**src/rtl/pad_ctrl_pkg.sv**
```systemverilog
// Shared types and defaults for the pad direction controller.
// Holds the pad count, the FSM state encoding and the boot configuration.
package pad_ctrl_pkg;

    localparam int N_PADS = 15;

    localparam logic [N_PADS-1:0] BOOT_OE_DEFAULT = 15'h7FF0;
    localparam logic [N_PADS-1:0] BOOT_PU_DEFAULT = 15'h0000;
    localparam logic [N_PADS-1:0] BOOT_PD_DEFAULT = 15'h0000;

    typedef enum logic [2:0] {
        ST_BOOT,
        ST_IDLE,
        ST_OE_OFF,
        ST_TURN,
        ST_SWITCH,
        ST_SETTLE,
        ST_OE_ON
    } state_t;

    // Response still owed for a request that was handled without a sequence.
    typedef enum logic [1:0] {
        RSP_NONE,
        RSP_DONE,
        RSP_ERR
    } rsp_t;

    typedef struct packed {
        logic [N_PADS-1:0] oe;
        logic [N_PADS-1:0] pu;
        logic [N_PADS-1:0] pd;
    } pad_cfg_t;

    function automatic logic pull_conflict(input pad_cfg_t cfg);
        return |(cfg.pu & cfg.pd);
    endfunction

endpackage

```
**src/rtl/pad_turn_timer.sv**
```systemverilog
// Loadable down-counter timing the TURN and SETTLE phases.
// Saturates at zero; zero is flagged combinationally from the count.
module pad_turn_timer #(
    parameter int W = 8
) (
    input  logic         clk,
    input  logic         rst,
    input  logic         load,
    input  logic [W-1:0] load_val,
    input  logic         dec,
    output logic         zero
);

    logic [W-1:0] count_q;
    logic [W-1:0] count_d;

    always_comb begin
        count_d = count_q;
        if (load) begin
            count_d = load_val;
        end else if (dec && (count_q != '0)) begin
            count_d = count_q - 1'b1;
        end
    end

    always_ff @(posedge clk) begin
        if (rst) begin
            count_q <= '0;
        end else begin
            count_q <= count_d;
        end
    end

    assign zero = (count_q == '0);

endmodule

```
**src/rtl/pad_dir_ctrl.sv**
```systemverilog
// Break-before-make sequencer for bidirectional pad direction and pulls.
// Output enables drop first, inputs/pulls switch after a turnaround, new enables last.
module pad_dir_ctrl
    import pad_ctrl_pkg::*;
#(
    parameter int                TURN_CYC = 4,
    parameter logic [N_PADS-1:0] BOOT_OE  = BOOT_OE_DEFAULT,
    parameter logic [N_PADS-1:0] BOOT_PU  = BOOT_PU_DEFAULT,
    parameter logic [N_PADS-1:0] BOOT_PD  = BOOT_PD_DEFAULT
) (
    input  logic              clk,
    input  logic              rst,
    input  logic              cfg_valid,
    output logic              cfg_ready,
    input  logic [N_PADS-1:0] cfg_oe,
    input  logic [N_PADS-1:0] cfg_pu,
    input  logic [N_PADS-1:0] cfg_pd,
    output logic              cfg_done,
    output logic              cfg_err,
    output logic              busy,
    output logic [N_PADS-1:0] oe_bidir,
    output logic [N_PADS-1:0] ie_bidir,
    output logic [N_PADS-1:0] pu_bidir,
    output logic [N_PADS-1:0] pd_bidir
);

    localparam logic [7:0] TURN_LOAD = 8'(TURN_CYC - 1);

    state_t            state_q, state_d;
    rsp_t              rsp_q, rsp_d;
    pad_cfg_t          target_q, target_d;
    pad_cfg_t          req;
    logic [N_PADS-1:0] oe_q, oe_d, ie_q, ie_d, pu_q, pu_d, pd_q, pd_d;
    logic              ready_q, ready_d, done_q, done_d;
    logic              err_q, err_d, busy_q, busy_d;
    logic              tmr_load, tmr_dec, tmr_zero;

    assign req = '{oe: cfg_oe, pu: cfg_pu, pd: cfg_pd};

    pad_turn_timer #(.W(8)) u_timer (
        .clk      (clk),
        .rst      (rst),
        .load     (tmr_load),
        .load_val (TURN_LOAD),
        .dec      (tmr_dec),
        .zero     (tmr_zero)
    );

    always_comb begin
        state_d  = state_q;
        rsp_d    = RSP_NONE;
        target_d = target_q;
        oe_d     = oe_q;
        ie_d     = ie_q;
        pu_d     = pu_q;
        pd_d     = pd_q;
        ready_d  = ready_q;
        done_d   = 1'b0;
        err_d    = 1'b0;
        busy_d   = busy_q;
        tmr_load = 1'b0;
        tmr_dec  = 1'b0;
        case (state_q)
            ST_BOOT: begin
                target_d = '{oe: BOOT_OE, pu: BOOT_PU, pd: BOOT_PD};
                busy_d   = 1'b1;
                ready_d  = 1'b0;
                state_d  = ST_OE_OFF;
            end
            ST_IDLE: begin
                busy_d  = 1'b0;
                ready_d = 1'b1;
                done_d  = (rsp_q == RSP_DONE);
                err_d   = (rsp_q == RSP_ERR);
                // ready drops for one cycle so a held request is not re-taken
                // before its response pulse has gone out.
                if (cfg_valid && ready_q) begin
                    ready_d = 1'b0;
                    if (pull_conflict(req)) begin
                        rsp_d = RSP_ERR;
                    end else if (req == target_q) begin
                        rsp_d = RSP_DONE;
                    end else begin
                        target_d = req;
                        busy_d   = 1'b1;
                        state_d  = ST_OE_OFF;
                    end
                end
            end
            ST_OE_OFF: begin
                oe_d     = oe_q & target_q.oe;
                tmr_load = 1'b1;
                state_d  = ST_TURN;
            end
            ST_TURN: begin
                tmr_dec = 1'b1;
                if (tmr_zero) state_d = ST_SWITCH;
            end
            ST_SWITCH: begin
                ie_d     = ~target_q.oe;
                pu_d     = target_q.pu & ~target_q.oe;
                pd_d     = target_q.pd & ~target_q.oe;
                tmr_load = 1'b1;
                state_d  = ST_SETTLE;
            end
            ST_SETTLE: begin
                tmr_dec = 1'b1;
                if (tmr_zero) state_d = ST_OE_ON;
            end
            ST_OE_ON: begin
                oe_d    = target_q.oe;
                done_d  = 1'b1;
                busy_d  = 1'b0;
                ready_d = 1'b1;
                state_d = ST_IDLE;
            end
            default: begin
                state_d = ST_BOOT;
            end
        endcase
    end

    always_ff @(posedge clk) begin
        if (rst) begin
            state_q  <= ST_BOOT;
            rsp_q    <= RSP_NONE;
            target_q <= '0;
            oe_q     <= '0;
            ie_q     <= '1;
            pu_q     <= '0;
            pd_q     <= '0;
            ready_q  <= 1'b0;
            done_q   <= 1'b0;
            err_q    <= 1'b0;
            busy_q   <= 1'b0;
        end else begin
            state_q  <= state_d;
            rsp_q    <= rsp_d;
            target_q <= target_d;
            oe_q     <= oe_d;
            ie_q     <= ie_d;
            pu_q     <= pu_d;
            pd_q     <= pd_d;
            ready_q  <= ready_d;
            done_q   <= done_d;
            err_q    <= err_d;
            busy_q   <= busy_d;
        end
    end

    assign cfg_ready = ready_q;
    assign cfg_done  = done_q;
    assign cfg_err   = err_q;
    assign busy      = busy_q;
    assign oe_bidir  = oe_q;
    assign ie_bidir  = ie_q;
    assign pu_bidir  = pu_q;
    assign pd_bidir  = pd_q;

endmodule
```
**config.mk**
```make
export PLATFORM = sky130hd
export DESIGN_NAME = pad_dir_ctrl
export DESIGN_NICKNAME = d
export VERILOG_FILES = /design/src/rtl/pad_ctrl_pkg.sv /design/src/rtl/pad_turn_timer.sv /design/src/rtl/pad_dir_ctrl.sv
export SDC_FILE = /design/constraint.sdc
export NUM_CORES = 1
export LEC_CHECK = 0
export BUFFER_PORTS_ARGS = -buffer_cell sky130_fd_sc_hd__buf_2
export CAP_MARGIN = 10
export CORE_MARGIN = 1.5
export CORE_UTILIZATION = 46
export CTS_CLUSTER_DIAMETER = 80
export CTS_CLUSTER_SIZE = 8
export DETAILED_ROUTE_END_ITERATION = 8
export PLACE_DENSITY = 0.7
export SYNTH_ARGS = -nofsm -noshare
export SYNTH_HDL_FRONTEND = slang
export SYNTH_SLANG_ARGS = --single-unit
```
**constraint.sdc**
```tcl
create_clock -name clk -period 3.9 [get_ports clk]
set_input_delay 0.78 -clock clk [delete_from_list [all_inputs] [get_ports clk]]
set_output_delay 0.78 -clock clk [all_outputs]
set_load 0.02 [all_outputs]
```
==> summary.txt <==
Pwr
  – Logic pwr share: 0.147
  – Reg power frac: 0.411
  – VDD IR max: 0.315 mV
  – Total power: roughly 3500 µW
  – Clock share of power: 0.442
  – Psw: 1030 µW
  – Power Density: 565 mW/mm²
  – Int Pwr: 2460 µW
  – Leakage Power: 0.00269 µW
  – Sw Share: 0.296

Setup path
  – Critical Path RT: 4.37 ns
  – Crit path cell chain: xnor2_1 -> nand4_1 -> nor4_1 -> a31oi_4 -> o21ai_2 -> buf_4 -> a32o_2
  – Crit Path Max Fanout: 16
  – Worst r2r src: target_q[31]
  – Element type at the critical path end: register
  – Crit-path max cell delay: approximately 0.63 ns
  – CP top delay family: compound AO/OA/AOI/OAI gates
  – Setup crit start: target_q[31]
  – Buf/Inv on CP: 1
  – Critical path class: register to register
  – CP max stage cell: o21ai_2
  – Worst Setup Start Kind: register
  – CP arrival: 3.31 ns

Floorplan
  – Io pins: 112
  – Die Width: around 110 µm
  – Die Area: 0.0114 mm²
  – Core area: 0.0104 mm²
  – Chip height: 107 µm
  – Row cnt: 37
  – Starting density of the core: 0.478

Cells and area
  – Nets: 636
  – Fraction of layout cells with a size suffix above 1: 0.359
  – Ant. Diodes: 0
  – Area growth from synthesis to layout: 24.3%
  – FILL cells: 894
  – Final Util: 0.594

GRT
  – First-pass GRT wire length: around 21000 µm
  – GRT Total Usage: 0.247
  – Initial antenna violation count: 1
  – Largest net degree at the start of global routing: 62
  – Global route overflow: 0
  – Number of global-route vias before repair: 3977

STA
  – Fin. Hold Viols: 0
  – Max-slew violations: 0
  – Clock Skews: about 0.0060 ns
  – Unrepaired setup endpoints after global routing: false
  – Max Clock Freq: 352 MHz
  – # setup viols final: 0
  – Final hold slack: 0.452 ns
  – Tightest Pin Transition: approximately 1.2 ns
  – Final Cycle Share: 0.729
  – Tmin final: 2.84 ns
  – Slew HR: 0.218
  – TNS Setup: 0 ns

Route
  – Vias: 4245
  – DRC: 0
  – DRT iter0 DRCs: 291
  – Final ANT Viol Nets: 0
  – Final WL: 13700 µm
  – WL per Instance: 18.6 µm
  – Vias/cell: just under 6
  – DR pass1 iterations: 4

Placed design
  – Dpl hpwl: 9540 µm
  – Port Buffer Count: approximately 110
  – Placer Congestion: 0.899

Synth
  – Area fraction in compound gates after synthesis: 0.222
  – #FFs+latches synth: between 100 and 150
  – Synth Area in Adders: 0.00704
  – Top cell type's share of synthesized area: 0.491
  – Mux cell area share after synthesis: 0
  – Sequential share of the synthesized area: 0.491
  – Area leader, netlist: dfxtp_1
  – Area contributors post-synth: dfxtp_1 49%, xnor2_1 8.6%, a32o_2 7.7%
  – Post-synthesis cell count: roughly 490
  – Yosys warns: 0
  – Combinational family with the most area after synthesis: compound AO/OA/AOI/OAI gates
  – Synth Cell Area: 0.00497 mm²
  – Synth Net Count: 536
  – Mean post-synth cell area: approximately 10 µm²
  – Post-synth cell types: 37
  – XOR/XNOR Fraction of Synth Area: 0.0933
  – Post-Synth Simple-Gate Area: 0.150

CTS
  – Clock root cell: clkbuf_8
  – CTS resizes: 0
  – CTS Sinks: 122
  – Post-CTS Setup Inserts: 0
  – CTS tree: built
  – H-tree depth: 4
  – Worst-Skew Late Latency: 0.53 ns
  – Num CTS Buffers: 17
  – Post-CTS Hold Buffers: 0
  – Worst-path clk slew: approximately 0.06 ns
  – CTS max path bufs: 2

Worst hold path
  – Worst Hold Launch: rsp_q[0]
  – Worst Hold Class: register to register

Run
  – Max_cap viols: 0

Run status
  – Status: finished, final reports clean
flip-flops by register name (all words and copies together) (netlist names):
signal and count:
target_q 45, state_q 3, ie_bidir 15, oe_bidir 15
pd_bidir 15, pu_bidir 15, rsp_q 2, cfg_done 1
cfg_err 1, busy 1, u_timer.count_q 8, cfg_ready 1
metrics by stage:
stage / setup slack [ns] / instance area [µm²] / std cells
finish: 1.06 / 6190 / 735
global route: 0.896 / 6190 / 735
CTS: 1.06 / 6190 / 735
detailed placement: 0.650 / 5600 / 703
global placement: 0.726 / 5600 / 703
floorplan: 1.29 / 4970 / 486
routing by layer:
layer  up-vias  GRT usage  share of wire
met4         2     0.0971          0.022
met3        25     0.0669          0.077
met1      2033      0.327           0.44
li1       2013          -              -
met5         -          0        0.00066
met2       172      0.383           0.46
cell type report:
type | count | area, µm² | share of cell area
Clock inverter | 13 | 143 | 0.0231
Timing Repair Buffer | 117 | 613 | 0.0991
Inverter | 6 | 22.5 | 0.00364
Sequential cell | 122 | 2440 | 0.395
Clock buffer | 19 | 442 | 0.0714
Tap cell | 136 | 170 | 0.0275
Multi-Input combinational cell | 322 | 2350 | 0.380
cells in the mapped netlist:
cell type	instances
o21a_1	1
o21ai_2	1
nor3b_1	32
or4_1	1
nor3_1	5
a22oi_1	7
o311a_1	1
o221a_2	26
nor2_1	42
nand4_1	11
ha_1	2
a2111oi_0	1
a32o_2	34
a31oi_4	1
dfxtp_1	122
inv_1	6
nor2b_1	2
xor2_1	4
a211oi_1	1
o21ai_0	2
or3_1	1
o211ai_1	15
nor4_1	5
buf_2	1
nand3_1	4
a222oi_1	1
nand2b_1	4
nand2_1	27
and3_1	2
clkbuf_1	32
or4_4	1
nor4b_1	1
maj3_1	1
xnor2_1	49
buf_6	3
nor3b_4	1
a21oi_1	36
layout by cell type (no fill, tap or decap), types with 3 or more instances in the layout:
cell and instances:
dfxtp_1 122, buf_2 111, xnor2_1 49, nor2_1 42, a21oi_1 36, a32o_2 34
nor3b_1 32, nand2_1 27, o221a_2 26, clkbuf_16 16, o211ai_1 15, nand4_1 11
a22oi_1 7, inv_1 5, nor4_1 5, nor3_1 5, clkinvlp_4 5, buf_4 5
nand3_1 4, xor2_1 4, nand2b_1 3, clkbuf_8 3, inv_6 3
worst paths after layout:
kind,endpoint,slack [ns],cells past startpoint
worst min-delay path,cfg_err,0.45,1
worst max register to register,target_q[30],1.06,7
worst max-delay path,target_q[30],1.06,7
worst min register to register,cfg_err,0.45,1
worst register-to-register path, cell delays in order (launching register included):
cell,delay (ns)
dfxtp_1,0.62
xnor2_1,0.18
nand4_1,0.12
nor4_1,0.54
a31oi_4,0.20
o21ai_2,0.64
buf_4,0.30
a32o_2,0.19
power groups by stage:
stage | Clock (µW) | Combinational (µW) | Sequential, µW
global placement | 0 | 496 | 1460
detailed placement | 0 | 507 | 1460
finish | 1550 | 513 | 1440
CTS | 1550 | 512 | 1430
floorplan | 0 | 343 | 1440
global route | 1610 | 563 | 1450
kinds of logic after synthesis:
| kind of cell | count (synthesis) |
|---|---|
| AOI/OAI and AO/OA | 127 |
| buffers and inverters | 42 |
| DFF | 122 |
| and+or+nand+nor | 139 |
| adders and majority gates | 3 |
| xor gates and xnor gates | 53 |
Power figures use the tool's default switching activity.
